`config.mk`:
```
export PLATFORM = sky130hd
export DESIGN_NAME = sar_conv_scheduler
export DESIGN_NICKNAME = d
export VERILOG_FILES = /design/src/rtl/sar_conv_scheduler.sv
export SDC_FILE = /design/constraint.sdc
export NUM_CORES = 1
export LEC_CHECK = 0
export CORE_ASPECT_RATIO = 0.6
export CORE_UTILIZATION = 30
export CTS_CLUSTER_DIAMETER = 80
export DETAILED_ROUTE_END_ITERATION = 16
export PLACE_DENSITY = 0.64
export SYNTH_ARGS = -nofsm -noshare
export SYNTH_HDL_FRONTEND = slang
export SYNTH_SLANG_ARGS = --single-unit
```
`constraint.sdc`:
```
create_clock -name clock -period 1.55 [get_ports clock]
set_input_delay 0.465 -clock clock [delete_from_list [all_inputs] [get_ports clock]]
set_output_delay 0.465 -clock clock [all_outputs]
set_load 0.01 [all_outputs]
```
`src/rtl/sar_conv_scheduler.sv`:
```
`default_nettype none
// ============================================================================
// Module   : sar_conv_scheduler
// Brief    : Round-robin channel arbiter and successive-approximation
//            sequencer for a shared SAR ADC front end (mux, T/H, DAC, comp).
// Revision : 1.0  initial release
// ============================================================================
module sar_conv_scheduler #(
    parameter int WIDTH      = 4,
    parameter int NCH        = 4,
    parameter int SAMPLE_CYC = 2
) (
    input  logic                     clock,
    input  logic                     rst,
    input  logic [NCH-1:0]           req,
    input  logic                     abort,
    input  logic                     comp,
    output logic [NCH-1:0]           grant,
    output logic [$clog2(NCH)-1:0]   mux_sel,
    output logic                     sample,
    output logic [WIDTH-1:0]         dac_code,
    output logic [WIDTH-1:0]         result,
    output logic [$clog2(NCH)-1:0]   result_ch,
    output logic                     result_valid,
    output logic                     busy
);

    localparam int c_chw = $clog2(NCH);
    localparam int c_bw  = $clog2(WIDTH);
    localparam int c_sw  = (SAMPLE_CYC > 1) ? $clog2(SAMPLE_CYC) : 1;

    typedef enum logic [1:0] {
        S_IDLE   = 2'd0,
        S_SAMPLE = 2'd1,
        S_CONV   = 2'd2,
        S_DONE   = 2'd3
    } state_t;

    state_t              r_state;
    state_t              w_state_nxt;
    logic [NCH-1:0]      r_grant,     w_grant_nxt;
    logic [c_chw-1:0]    r_mux_sel,   w_mux_sel_nxt;
    logic                r_sample,    w_sample_nxt;
    logic [WIDTH-1:0]    r_dac,       w_dac_nxt;
    logic [WIDTH-1:0]    r_result,    w_result_nxt;
    logic [c_chw-1:0]    r_result_ch, w_result_ch_nxt;
    logic                r_valid,     w_valid_nxt;
    logic                r_busy,      w_busy_nxt;
    logic [c_chw-1:0]    r_ptr,       w_ptr_nxt;
    logic [c_sw-1:0]     r_scnt,      w_scnt_nxt;
    logic [c_bw-1:0]     r_bit,       w_bit_nxt;

    logic                w_found;
    logic [c_chw-1:0]    w_pick;
    logic [c_chw-1:0]    w_cand;
    int                  w_s;
    logic [WIDTH-1:0]    w_code;
    logic [c_bw-1:0]     w_bit_dn;

    // Round-robin search: scan offsets high to low so the nearest channel
    // after the pointer is the last (winning) assignment.
    always_comb begin
        w_found = 1'b0;
        w_pick  = '0;
        w_cand  = '0;
        w_s     = 0;
        for (int i = NCH; i >= 1; i--) begin
            w_s = int'(r_ptr) + i;
            if (w_s >= NCH) begin
                w_s = w_s - NCH;
            end
            w_cand = c_chw'(w_s);
            if (req[w_cand]) begin
                w_found = 1'b1;
                w_pick  = w_cand;
            end
        end
    end

    // Next-state and next-output logic; every output register is fed here.
    always_comb begin
        w_state_nxt     = r_state;
        w_grant_nxt     = '0;
        w_mux_sel_nxt   = r_mux_sel;
        w_sample_nxt    = r_sample;
        w_dac_nxt       = r_dac;
        w_result_nxt    = r_result;
        w_result_ch_nxt = r_result_ch;
        w_valid_nxt     = 1'b0;
        w_ptr_nxt       = r_ptr;
        w_scnt_nxt      = r_scnt;
        w_bit_nxt       = r_bit;
        w_bit_dn        = r_bit - c_bw'(1);
        w_code          = r_dac;
        w_code[r_bit]   = comp;

        case (r_state)
            S_IDLE: begin
                w_sample_nxt = 1'b0;
                w_dac_nxt    = '0;
                if (w_found) begin
                    w_state_nxt         = S_SAMPLE;
                    w_grant_nxt[w_pick] = 1'b1;
                    w_mux_sel_nxt       = w_pick;
                    w_ptr_nxt           = w_pick;
                    w_scnt_nxt          = c_sw'(SAMPLE_CYC - 1);
                    w_sample_nxt        = 1'b1;
                end
            end
            S_SAMPLE: begin
                if (abort) begin
                    w_state_nxt  = S_IDLE;
                    w_sample_nxt = 1'b0;
                    w_dac_nxt    = '0;
                end else if (r_scnt == '0) begin
                    w_state_nxt          = S_CONV;
                    w_sample_nxt         = 1'b0;
                    w_dac_nxt            = '0;
                    w_dac_nxt[WIDTH-1]   = 1'b1;
                    w_bit_nxt            = c_bw'(WIDTH - 1);
                end else begin
                    w_scnt_nxt = r_scnt - c_sw'(1);
                end
            end
            S_CONV: begin
                if (abort) begin
                    w_state_nxt  = S_IDLE;
                    w_sample_nxt = 1'b0;
                    w_dac_nxt    = '0;
                end else if (r_bit != '0) begin
                    // Decide the current bit, then trial the next lower one.
                    w_code[w_bit_dn] = 1'b1;
                    w_dac_nxt        = w_code;
                    w_bit_nxt        = w_bit_dn;
                end else begin
                    w_state_nxt     = S_DONE;
                    w_result_nxt    = w_code;
                    w_result_ch_nxt = r_mux_sel;
                    w_valid_nxt     = 1'b1;
                    w_dac_nxt       = '0;
                end
            end
            S_DONE: begin
                w_state_nxt = S_IDLE;
            end
            default: begin
                w_state_nxt = S_IDLE;
            end
        endcase

        w_busy_nxt = (w_state_nxt != S_IDLE);
    end

    // State and output registers with synchronous active-low reset.
    always_ff @(posedge clock) begin
        if (!rst) begin
            r_state     <= S_IDLE;
            r_grant     <= '0;
            r_mux_sel   <= '0;
            r_sample    <= 1'b0;
            r_dac       <= '0;
            r_result    <= '0;
            r_result_ch <= '0;
            r_valid     <= 1'b0;
            r_busy      <= 1'b0;
            r_ptr       <= c_chw'(NCH - 1);
            r_scnt      <= '0;
            r_bit       <= '0;
        end else begin
            r_state     <= w_state_nxt;
            r_grant     <= w_grant_nxt;
            r_mux_sel   <= w_mux_sel_nxt;
            r_sample    <= w_sample_nxt;
            r_dac       <= w_dac_nxt;
            r_result    <= w_result_nxt;
            r_result_ch <= w_result_ch_nxt;
            r_valid     <= w_valid_nxt;
            r_busy      <= w_busy_nxt;
            r_ptr       <= w_ptr_nxt;
            r_scnt      <= w_scnt_nxt;
            r_bit       <= w_bit_nxt;
        end
    end

    assign grant        = r_grant;
    assign mux_sel      = r_mux_sel;
    assign sample       = r_sample;
    assign dac_code     = r_dac;
    assign result       = r_result;
    assign result_ch    = r_result_ch;
    assign result_valid = r_valid;
    assign busy         = r_busy;

endmodule
`default_nettype wire

```
Word level (Yosys, flattened, before mapping):

Index checks and enable logic that the tools add are counted.

* order comparisons: 14
* reductions and logical operators: 17
* add/sub/neg operators: 10
* bitwise operators: 5
* multiplexer cells: 53
* equal/unequal tests: 10

Operators with widths (number)
* 2-bit 2-to-1 mux: 17
* 2-bit by 3-bit < comparator with 1-bit output, second input constant: 7
* 1-bit 2-to-1 mux: 19
* 4-bit 2-to-1 mux: 4
* 2-bit inequality test, second input constant: 6
* 4-bit one-hot mux with 3 select lines: 1
* 3-bit AND reduction: 4
* 2-bit by 1-bit subtractor with 2-bit output, second input constant: 5
* 3-bit >= comparator, second input constant: 3
* 1-bit binary-select mux with 2-bit select: 4
* 2-bit one-hot mux with 4 select lines: 1
* 2-bit nonzero test: 4
* 2-bit by 2-bit adder with 3-bit output, second input constant: 2
* 1-bit demux with 2-bit select: 3
* 2-bit by 1-bit >= comparator with 1-bit output, second input constant: 3
* 5-bit AND reduction: 1
* 2-bit by 3-bit adder with 4-bit output, second input constant: 1
* 4-bit bitwise mux: 1
* 2-bit == test, second input constant: 2
* 4-bit by 3-bit >= comparator with 1-bit output, second input constant: 1
* 1-bit NOT: 4
* 4-bit OR: 1
* 2-bit one-hot mux with 2 select lines: 1
* 2-bit AND reduction: 2
* 10 further kinds: 12

* word-level logic and storage cells: 121
* output and inout port bits: 19
* input bits: 8
* register bits: 26

Longest topological paths before layout:

Gate-level depths: netlist of run 1.

* depth in word-level cells: 13
* gate-level depth with buffers: 8
* mapped depth without buffers: 6

Worst setup path after synthesis of run 1:

OpenSTA, ideal clock, no wires.

* path type: flip-flop to flip-flop
* from: register r_state[1]
* to: register r_sample (netlist: sample)
* stages on the path, launching flop included: 8
* library setup time: 0.071 ns
* data required time: 1.479 ns
* buffers on the path: 1
* path slack: -0.106 ns
* clock period less this slack: 1.656 ns
* arrival time: 1.585 ns
* cells stage by stage: dfxtp_1 inv_1 ha_1 buf_4 nor2b_4 a21o_1 or4_1 a21oi_1

* cells in the longest elaborated chain, start to end: 3
* elaborated cells on any way between the ends: 8
* classes of those cells: 4 x eq/ne; 1 x mux; 3 x reduce/logical

RTL lines
* start, declared: line 39 `state_t r_state;`
* start signal, assigned: line 170 `r_state <= w_state_nxt;`
* 2-bit by 1-bit == test with 1-bit output (tied with other cells): line 97 `case (r_state)`
* 3-bit inequality test (no source line) (tied with other cells)
* 3-bit AND reduction (no source line)
* end signal, assigned: line 173 `r_sample <= w_sample_nxt;`
* end, declared: line 43 `logic r_sample, w_sample_nxt;`

Several ways; a longest one is shown, not always the timed one.
A chain may end at the register's enable or synchronous reset.

Worst setup path after layout of run 1:

* from: register r_state[0]
* to: register r_sample (netlist: sample)

The elaborated chain is that of the path after synthesis.

==> results of run 1 <==
[power breakdown]
part	internal, W	leakage (nW)	switching (W)
clock network	0.000346	0.0357	0.000231
logic	0.000193	0.629	0.000187
registers	0.000711	0.214	0.0000370
total	0.00125	0.879	0.000455
[layer usage]
metal  share of wire [%]  vias to the layer above  wire [um]
li1                    -                      630          -
met1                  58                      529       1871
met2                  36                       32       1178
met3                 5.6                        2        181
met4                0.46                        0         15
met5                   0                        -          0
[cells in the final DEF, fill, tap and decap left out, types with 3 or more instances in the layout]
| cell type | instances |
|---|---|
| sky130_fd_sc_hd__a21o_1 | 6 |
| sky130_fd_sc_hd__a21oi_1 | 7 |
| sky130_fd_sc_hd__a21oi_2 | 3 |
| sky130_fd_sc_hd__buf_4 | 28 |
| sky130_fd_sc_hd__clkbuf_8 | 3 |
| sky130_fd_sc_hd__dfxtp_1 | 23 |
| sky130_fd_sc_hd__dlygate4sd2_1 | 24 |
| sky130_fd_sc_hd__ha_1 | 5 |
| sky130_fd_sc_hd__inv_1 | 5 |
| sky130_fd_sc_hd__mux2_2 | 3 |
| sky130_fd_sc_hd__mux2i_1 | 7 |
| sky130_fd_sc_hd__nand2_1 | 10 |
| sky130_fd_sc_hd__nand2b_1 | 6 |
| sky130_fd_sc_hd__nand3_1 | 4 |
| sky130_fd_sc_hd__nor2_1 | 17 |
| sky130_fd_sc_hd__o21ai_0 | 9 |
[flip-flops by register name (all words and copies together) (netlist names)]
signal and count:
dac_code 4, grant 4, result 4, mux_sel 2, r_bit 2, r_ptr 2
r_state 2, result_ch 2, busy 1, r_scnt 1, result_valid 1, sample 1
[area by class of cell]
cell class	count	area [um2]
tap	60	75.07
multi-input combinational	109	774.5
sequential	26	529.3
clock buffer	3	41.29
inverter	7	28.78
clock inverter	1	30.03
timing repair buffer	54	440.4
fill	413	2225
[kinds of logic (layout without fill, tap and decap cells)]
logic type,Yosys count,in the layout,synth area share [%]
AND/OR/NAND/NOR,48,48,18.58
flip-flops,26,26,39.85
adder cells (fa/ha/maj),8,8,7.663
buffers and inverters,14,65,4.501
AO/OA/AOI/OAI,42,43,21.46
multiplexers,10,10,7.950
[stage by stage]
stage | area (um2) | setup TNS [ps] | power, W
global placement | 1822 | -7897 | 0.001142
detailed placement | 1822 | -8249 | 0.001140
global route | 1919 | -131.7 | 0.001798
CTS | 1874 | 0 | 0.001702
finish | 1919 | 0 | 0.001705
floorplan | 1323 | 0 | 0.0009684
[timing repair]
| item | 4_1_cts | 5_1_grt |
|---|---|---|
| pin swaps | 2 | 4 |
| resized for setup | 24 | 11 |
| cloned | 1 | 0 |
| endpoints found under the setup margin | 35 | 12 |
| buffers inserted | 0 | 1 |
[critical path: stages (launching register included)]
cell and delay (ps):
sky130_fd_sc_hd__dfxtp_4 370, sky130_fd_sc_hd__buf_4 140, sky130_fd_sc_hd__ha_1 220, sky130_fd_sc_hd__a21o_1 180
sky130_fd_sc_hd__or4_1 400, sky130_fd_sc_hd__a21oi_1 140
[worst max-delay path by stage]
stage | cells after the start | slack [ps] | endpoint
finish | 5 | 50 | sample
global route | 6 | -50 | dac_code[0]
CTS | 7 | 20 | r_bit[1]
detailed placement | 5 | -430 | sample
global placement | 5 | -390 | sample
floorplan | 7 | 4 | sample
==> flow_summary.toml, run 1 <==
[yosys]
synth.top_cell.area_share_pct = 39.85
count_of_flip_flops_with_a_built_in_enable_after_synthesis = 0
postSynthNetCount = 164
ys_seq_elements = 26
synth_area_per_cell_um2 = 8.826
postSynth.topFlopCell = "sky130_fd_sc_hd__dfxtp_1"
cell_with_the_most_instances_after_synthesis = "sky130_fd_sc_hd__dfxtp_1"
yosys-top-cells-count = "sky130_fd_sc_hd__dfxtp_1 (26), sky130_fd_sc_hd__nor2_1 (17), sky130_fd_sc_hd__a21oi_1 (10), sky130_fd_sc_hd__nand2_1 (10), sky130_fd_sc_hd__o21ai_0 (9)"
yosysWarnings = 0
netlist.top_cell.by_area = "sky130_fd_sc_hd__dfxtp_1"
seq_area_frac_synth_pct = 39.85
synth.area.top_cells = "sky130_fd_sc_hd__dfxtp_1 (40%), sky130_fd_sc_hd__ha_1 (7.7%), sky130_fd_sc_hd__mux2i_1 (5.4%)"
synth.cell_area_um2 = 1306
synth-async-reset-ratio_pct = 0
netlist-cell-type-count = 40
cell_count_after_synthesis = 148

[timing]
fin_ws_ps = 49.54
final-max-slew-violation-count = 0
fmax_mhz = 666.5
relSlewSlack_pct = 74.80
grt_setup_unrepaired = "true"
layout_worst_path_cycle_share_pct = 96.80
worst_pin_slew_ps = 377.9
finClkSkew_ps = 3.064
hold_ws_ps = 474.0
final-hold-violation-count = 0
layout_min_cycle_time_ps = 1500
setup-violations-final = 0

[critical_path]
timing.critical_path.required_ps = 1770
reg2reg_slack_ps = 50
largest_fanout_on_the_critical_path = 3
critical_path_sink_type = "flip-flop"
reg2reg_capture_point = "sample"
setup.worst_path.start_class = "flip-flop"
worstReg2RegStart = "r_state[0]"
timing.reg2reg.worst_path_depth = 5
arrival_ps = 1720
critPathLaunch = "r_state[0]"
critPathKind = "reg -> reg"

[detailed_routing]
drc = 0
dr.first_iter.drc_count = 124
final_antenna_net_count = 0
detail_route.vias_per_cell = 4.588
wl_per_cell_um = 12.49
drt_pre_antenna_iters = 4
dr_total_vias = 1193
drt_wl_total_um = 3247

[placement]
io_buffer_count = 26
post-place-cells = 254
dpl_worst_slack_ps = -425.6
routabilityCongestion = 0.7667
detailedPlacementHpwl_um = 2259

[power_and_ir_drop]
static-leakage-power_nw = 0.8792
power_density_over_the_cells_nw_per_um2 = 888.1
worst_ir_drop_vdd_uv = 321.6

[floorplanning]
fp.dieW_um = 87.19
placeableCoreArea_um2 = 4144
start_util_pct = 31.52
placement_rows = 18
die_y_um = 53.11
dieArea_um2 = 4630
ports_placed_on_the_boundary = 27

[global_routing]
grt.overflow.total = 0
grt-busiest-layer = "met1"
grtUsageTotal_pct = 14.92
grt_antenna_before_repair = 0
grt_pass1_wl_um = 5161
grtUsageMet2_pct = 18.37
use_met1_pct = 24.21
first_global_vias = 1045
grt_start_max_net_pins = 16
groute.layer.met3.usage_pct = 4.212

[min_path]
hold_depth = 2
hold_path.class = "reg -> reg"
worst_hold_path.endpoint = "dac_code[2]"
hold_start = "dac_code[2]"

[cts]
clock_sinks = 26
tritoncts = "built"
tritoncts.num_buffers = 3
cts_hold_buf = 0
clock_tree.root_cell = "sky130_fd_sc_hd__clkbuf_8"
worst_setup_hold_path_clk_slew_ps = 90
source_to_sink_clock_delay_at_the_later_pin_of_the_worst_skew_pair_ps = 280
clock_path_buffers = 2
clock_tree.htree_level_count = 1

[cells_and_area]
post_route_cells_drive_above_1_share_pct = 24.00
finalNonFillerCells = 260
insertedDiodeCount = 0
final_util_pct = 46.32
finish.net_count = 217
layout_overhead_on_the_synthesized_area_pct = 46.93

[job]
drv.max_cap_violation_count = 0

[run_status]
run_status = "completed"
No activity file was read; power rests on OpenSTA's default activity.
==> run 2, diff against run 1 <==
==> constraint.sdc (replaced) <==
create_clock -name clock -period 1.28 [get_ports clock]
set_input_delay 0.384 -clock clock [delete_from_list [all_inputs] [get_ports clock]]
set_output_delay 0.384 -clock clock [all_outputs]
set_load 0.01 [all_outputs]
==> run 2 against run 1 <==
Compared with the run above:
- the flow now finishes with violations (negative setup slack)
- highest routed layer unchanged
- wire length is 26% higher
- critical endpoint unchanged
- sequential share of layout area decreased by 3.8 points
- design area is 17% higher
- non-clock buffer count is 17 higher
- global-route usage up 2.6 points
- largest power group unchanged
- first-iteration DRC count fell by 11%
- via count rose by 12%
- register-to-register slack worse by 290 ps
==> flow_summary.toml, run 2 (same netlist as run 1, synthesis figures left out) <==
[cts]
tritoncts.num_buffers = 3
source_to_sink_clock_delay_at_the_later_pin_of_the_worst_skew_pair_ps = 280
tritoncts = "built"
clock_sinks = 26
clock_tree.root_cell = "sky130_fd_sc_hd__clkbuf_8"
worst_setup_hold_path_clk_slew_ps = 100
clock_tree.htree_level_count = 1
cts_hold_buf = 0
clock_path_buffers = 2

[detailed_routing]
dr.first_iter.drc_count = 110
routed.top_layer = "met4"
wl_per_cell_um = 14.78
drt_wl_total_um = 4095
final_antenna_net_count = 0
drt_pre_antenna_iters = 4
wirelength_met1_um = 2050
dr_total_vias = 1338
drc = 0
routed-wl-met3_um = 215
detail_route.vias_per_cell = 4.830
met2_length_um = 1796

[min_path]
hold_path.class = "reg -> reg"
hold_start = "dac_code[0]"

[cells_and_area]
insertedDiodeCount = 0
most_common_cell_after_layout_fill_and_taps_aside = "sky130_fd_sc_hd__buf_4"
layout_overhead_on_the_synthesized_area_pct = 71.93
layout.cells.most_common_list = "sky130_fd_sc_hd__buf_4 (32), sky130_fd_sc_hd__dfxtp_1 (20), sky130_fd_sc_hd__nor2_1 (15)"
finalInstanceArea_um2 = 2246
finish.net_count = 234
post_route_cells_drive_above_1_share_pct = 48.85

[timing]
fin_setup_tns_ps = -2821
final-max-slew-violation-count = 0
final-hold-violation-count = 0
worst_pin_slew_ps = 337.7
relSlewSlack_pct = 77.46
setup-violations-final = 23
fmax_mhz = 655.9
layout_worst_path_cycle_share_pct = 119.1
layout_min_cycle_time_ps = 1525
grt_setup_unrepaired = "true"
fin_ws_ps = -244.7
finClkSkew_ps = 9.598

[floorplanning]
start_util_pct = 31.52
placeableCoreArea_um2 = 4144
fp.dieW_um = 87.19
die_y_um = 53.11
ports_placed_on_the_boundary = 27
dieArea_um2 = 4630
placement_rows = 18

[power_and_ir_drop]
power_density_over_the_cells_nw_per_um2 = 1012
worst_ir_drop_vdd_uv = 488.9
static-leakage-power_nw = 0.9625

[placement]
routabilityCongestion = 0.7244
placedInstanceArea_um2 = 1892
detailedPlacementHpwl_um = 2366
io_buffer_count = 26

[global_routing]
grt_antenna_before_repair = 0
grt_start_max_net_pins = 16
first_global_vias = 1240
grt_pass1_wl_um = 6065
grt.overflow.total = 0
grtUsageTotal_pct = 17.47

[critical_path]
arrival_ps = 1740
worstReg2RegStart = "r_state[1]"
critical_path_sink_type = "flip-flop"
largest_fanout_on_the_critical_path = 3
critPathLaunch = "r_state[1]"
timing.critical_path.required_ps = 1500
setup.worst_path.start_class = "flip-flop"
reg2reg_slack_ps = -240
critPathKind = "reg -> reg"

[run_status]
violations = "negative setup slack"
run_status = "finished with violations"

[job]
drv.max_cap_violation_count = 0
## run 2: final cells by class
type                       instances  area (um2)
timing repair buffer              71       594.3
tap                               60       75.07
sequential                        26       533.0
clock inverter                     1       30.03
fill                             381        1898
inverter                           7       31.28
clock buffer                       3       41.29
multi-input combinational        109       940.9
## run 2: critical path: stages (launching register included)
cell	delay (ps)
sky130_fd_sc_hd__dfxtp_4	400
sky130_fd_sc_hd__inv_4	50
sky130_fd_sc_hd__ha_4	160
sky130_fd_sc_hd__nor2b_4	130
sky130_fd_sc_hd__a21o_1	180
sky130_fd_sc_hd__or4_4	420
sky130_fd_sc_hd__a21oi_2	130
## run 2: power by group
part	switching [W]	internal (W)	total, W
Clock	0.000280	0.000419	0.000699
Sequential	0.0000509	0.000862	0.000913
Combinational	0.000311	0.000350	0.000661
Total	0.000642	0.00163	0.00227
## run 2: worst paths after layout
kind	end	depth (start not counted)
worst max-delay path	sample	6
worst min-delay path	dac_code[0]	2
worst min register to register	dac_code[0]	2
worst max register to register	sample	6
## run 2: repair_timing
action | 4_1_cts | 5_1_grt
gates resized for setup | 71 | 43
pin swaps | 19 | 17
endpoints found under the setup margin | 45 | 40
setup buffers | 7 | 5
cloned | 1 | 0
## run 2: stage by stage
step | hold slack (ps) | utilization [%] | total power [W] | worst slack (ps) | instances
detailed placement | 458.3 | 45.65 | 0.001425 | -596.2 | 261
global placement | 459.7 | 45.65 | 0.001422 | -569.7 | 261
finish | 473.4 | 54.20 | 0.002273 | -244.7 | 277
CTS | 468.9 | 51.75 | 0.002200 | -222.2 | 272
floorplan | 485.8 | - | 0.001192 | -255.5 | 148
global route | 496.7 | 54.20 | 0.002381 | -272.7 | 277
## run 2: routing by layer
layer,track usage [%],vias up
li1,-,667
met1,25.49,630
met2,26.77,37
met3,3.900,4
met4,2.186,0
met5,0,-
==> run 3, diff against run 2 <==
--- a/config.mk
+++ b/config.mk
@@ -9,6 +9,8 @@
 export CORE_UTILIZATION = 30
 export CTS_CLUSTER_DIAMETER = 80
 export DETAILED_ROUTE_END_ITERATION = 16
+export GPL_ROUTABILITY_DRIVEN = 0
+export GPL_TIMING_DRIVEN = 0
 export PLACE_DENSITY = 0.64
 export SYNTH_ARGS = -nofsm -noshare
 export SYNTH_HDL_FRONTEND = slang
==> run 3 against run 2 <==
Compared with the run above:
- the flow still finishes with violations (negative setup slack)
- worst setup slack lost 19 ps
- utilization down 3.6 points
- clock power about the same
- wire length decreased by 4.8%
- sequential power up 1%
- critical path type unchanged
- largest power group unchanged
==> flow_summary.toml, run 3 (same netlist as run 1, synthesis figures left out) <==
[run_status]
run_status = "finished with violations"
violations = "negative setup slack"

[cts]
clock_tree.htree_level_count = 1
worst_setup_hold_path_clk_slew_ps = 100
clock_tree.root_cell = "sky130_fd_sc_hd__clkbuf_8"
clock_path_buffers = 2
tritoncts.num_buffers = 3
cts_hold_buf = 0
tritoncts = "built"
source_to_sink_clock_delay_at_the_later_pin_of_the_worst_skew_pair_ps = 280
clock_sinks = 26

[detailed_routing]
wl_per_cell_um = 14.93
drt_pre_antenna_iters = 4
drc = 0
drt_wl_total_um = 3897
dr.first_iter.drc_count = 60
detail_route.vias_per_cell = 5.015
final_antenna_net_count = 0
dr_total_vias = 1309

[timing]
layout_min_cycle_time_ps = 1544
fin_ws_ps = -263.9
final-max-slew-violation-count = 0
grt_setup_unrepaired = "true"
finClkSkew_ps = 8.514
fin_setup_tns_ps = -3323
worst_pin_slew_ps = 536.8
final-hold-violation-count = 0
setup-violations-final = 25
relSlewSlack_pct = 63.91
fmax_mhz = 647.7
layout_worst_path_cycle_share_pct = 120.6

[power_and_ir_drop]
total_chip_power_w = 0.002200
worst_ir_drop_vdd_uv = 505.4
power.sequential.fraction_pct = 42.0
power_density_over_the_cells_nw_per_um2 = 1050
swShare_pct = 28.00
static-leakage-power_nw = 0.8628
clock_power_share_pct = 31.8
p_sw_w = 0.0006159
combinationalPowerShare_pct = 26.2
cellInternalPower_w = 0.001584

[global_routing]
grt_start_max_net_pins = 16
grt_pass1_wl_um = 6092
grt.overflow.total = 0
grtUsageTotal_pct = 17.79
first_global_vias = 1147
grt_antenna_before_repair = 0

[critical_path]
reg2reg_capture_point = "r_bit[1]"
worstReg2RegStart = "r_state[1]"
timing.critical_path.mode_cell = "sky130_fd_sc_hd__buf_6"
crit_slowest_cell = "sky130_fd_sc_hd__dfxtp_4"
setup.worst_path.start_class = "flip-flop"
cpPeakStageDelay_ps = 370
arrival_ps = 1730
critical_path_sink_type = "flip-flop"
timing.critical_path.required_ps = 1470
largest_fanout_on_the_critical_path = 6
timing.reg2reg.worst_path_depth = 7
reg2reg_slack_ps = -260
critPathKind = "reg -> reg"
chain_of_cells_forming_the_critical_path = "buf_6 -> ha_4 -> buf_6 -> or2b_1 -> a21oi_2 -> nor2_1 -> a311oi_1"

[cells_and_area]
fill_cell_count = 391
post_route_cells_drive_above_1_share_pct = 42.29
layout_overhead_on_the_synthesized_area_pct = 60.44
area.sequential_um2 = 543.0
final_util_pct = 50.57
layout.cells.most_common_list = "sky130_fd_sc_hd__buf_4 (22), sky130_fd_sc_hd__nor2_1 (16), sky130_fd_sc_hd__dfxtp_1 (16)"
insertedDiodeCount = 0
finish.net_count = 218
most_common_cell_after_layout_fill_and_taps_aside = "sky130_fd_sc_hd__buf_4"
multi_input_gate_area_um2 = 885.9

[min_path]
hold_depth = 2
worst_hold_path.endpoint = "r_ptr[1]"
hold_start = "rst"
hold_path.class = "in -> reg"

[floorplanning]
ports_placed_on_the_boundary = 27
start_util_pct = 31.52
placement_rows = 18
fp.dieW_um = 87.19
die_y_um = 53.11
dieArea_um2 = 4630
placeableCoreArea_um2 = 4144

[placement]
io_buffer_count = 25
detailedPlacementHpwl_um = 2147
dpl_worst_slack_ps = -814.9

[job]
drv.max_cap_violation_count = 0
-- run 3: layout make-up --
type                    instances  share of cell area, %
plain buffers                   3                  1.075
multi-input cells             108                  42.27
well taps                      60                  3.582
inverters                       7                  1.791
repair buffers                 53                  21.97
clock inverters                 1                  1.433
flip-flops and latches         26                  25.91
clock buffers                   3                  1.970
-- run 3: worst max-delay path, delay by kind of cell (launching register included) --
family                     cells  cell delay (ps)
DFF                            1              370
buffers and inverters          2              250
AOI/OAI and AO/OA              2              380
and+or+nand+nor                2              290
adders and majority gates      1              170
-- run 3: metal layers --
| metal | vias up | track usage, % | routed length [um] |
|---|---|---|---|
| met5 | - | 0 | 0 |
| met4 | 0 | 5.191 | 58 |
| met2 | 40 | 27.17 | 1727 |
| met3 | 4 | 4.212 | 260 |
| met1 | 635 | 24.88 | 1851 |
| li1 | 630 | - | - |
-- run 3: repair_timing --
item                       4_1_cts  5_1_grt
pin swaps                       12       22
setup endpoints to repair       45       38
cloned                           1        0
resized for setup               74       38
buffers inserted                17       12
-- run 3: how the worst max path moves through the flow --
stage	start	end	slack (ps)	cells past startpoint
floorplan	r_state[1]	sample	-260	7
global placement	abort	dac_code[0]	-820	5
detailed placement	abort	dac_code[0]	-810	5
CTS	r_state[1]	sample	-320	6
global route	r_state[1]	dac_code[1]	-330	8
finish	r_state[1]	r_bit[1]	-260	7
-- run 3: per-stage QoR --
| stage | hold WS (ps) | std cells | instance area (um2) |
|---|---|---|---|
| after floorplan | 485.8 | 148 | 1360 |
| after global placement | 463.9 | 233 | 1685 |
| after detailed placement | 473.7 | 233 | 1685 |
| after CTS | 461.1 | 253 | 1992 |
| after global routing | 428.3 | 261 | 2096 |
| final | 418.1 | 261 | 2096 |
-- run 3: power groups by stage --
| stage | logic [W] | registers, W | clock network (W) |
|---|---|---|---|
| 3_5_place_dp | 0.000419 | 0.000924 | 0 |
| 2_1_floorplan | 0.000264 | 0.000929 | 0 |
| 5_1_grt | 0.000620 | 0.000931 | 0.000741 |
| 6_report | 0.000577 | 0.000924 | 0.000699 |
| 3_3_place_gp | 0.000418 | 0.000924 | 0 |
| 4_1_cts | 0.000498 | 0.000918 | 0.000712 |
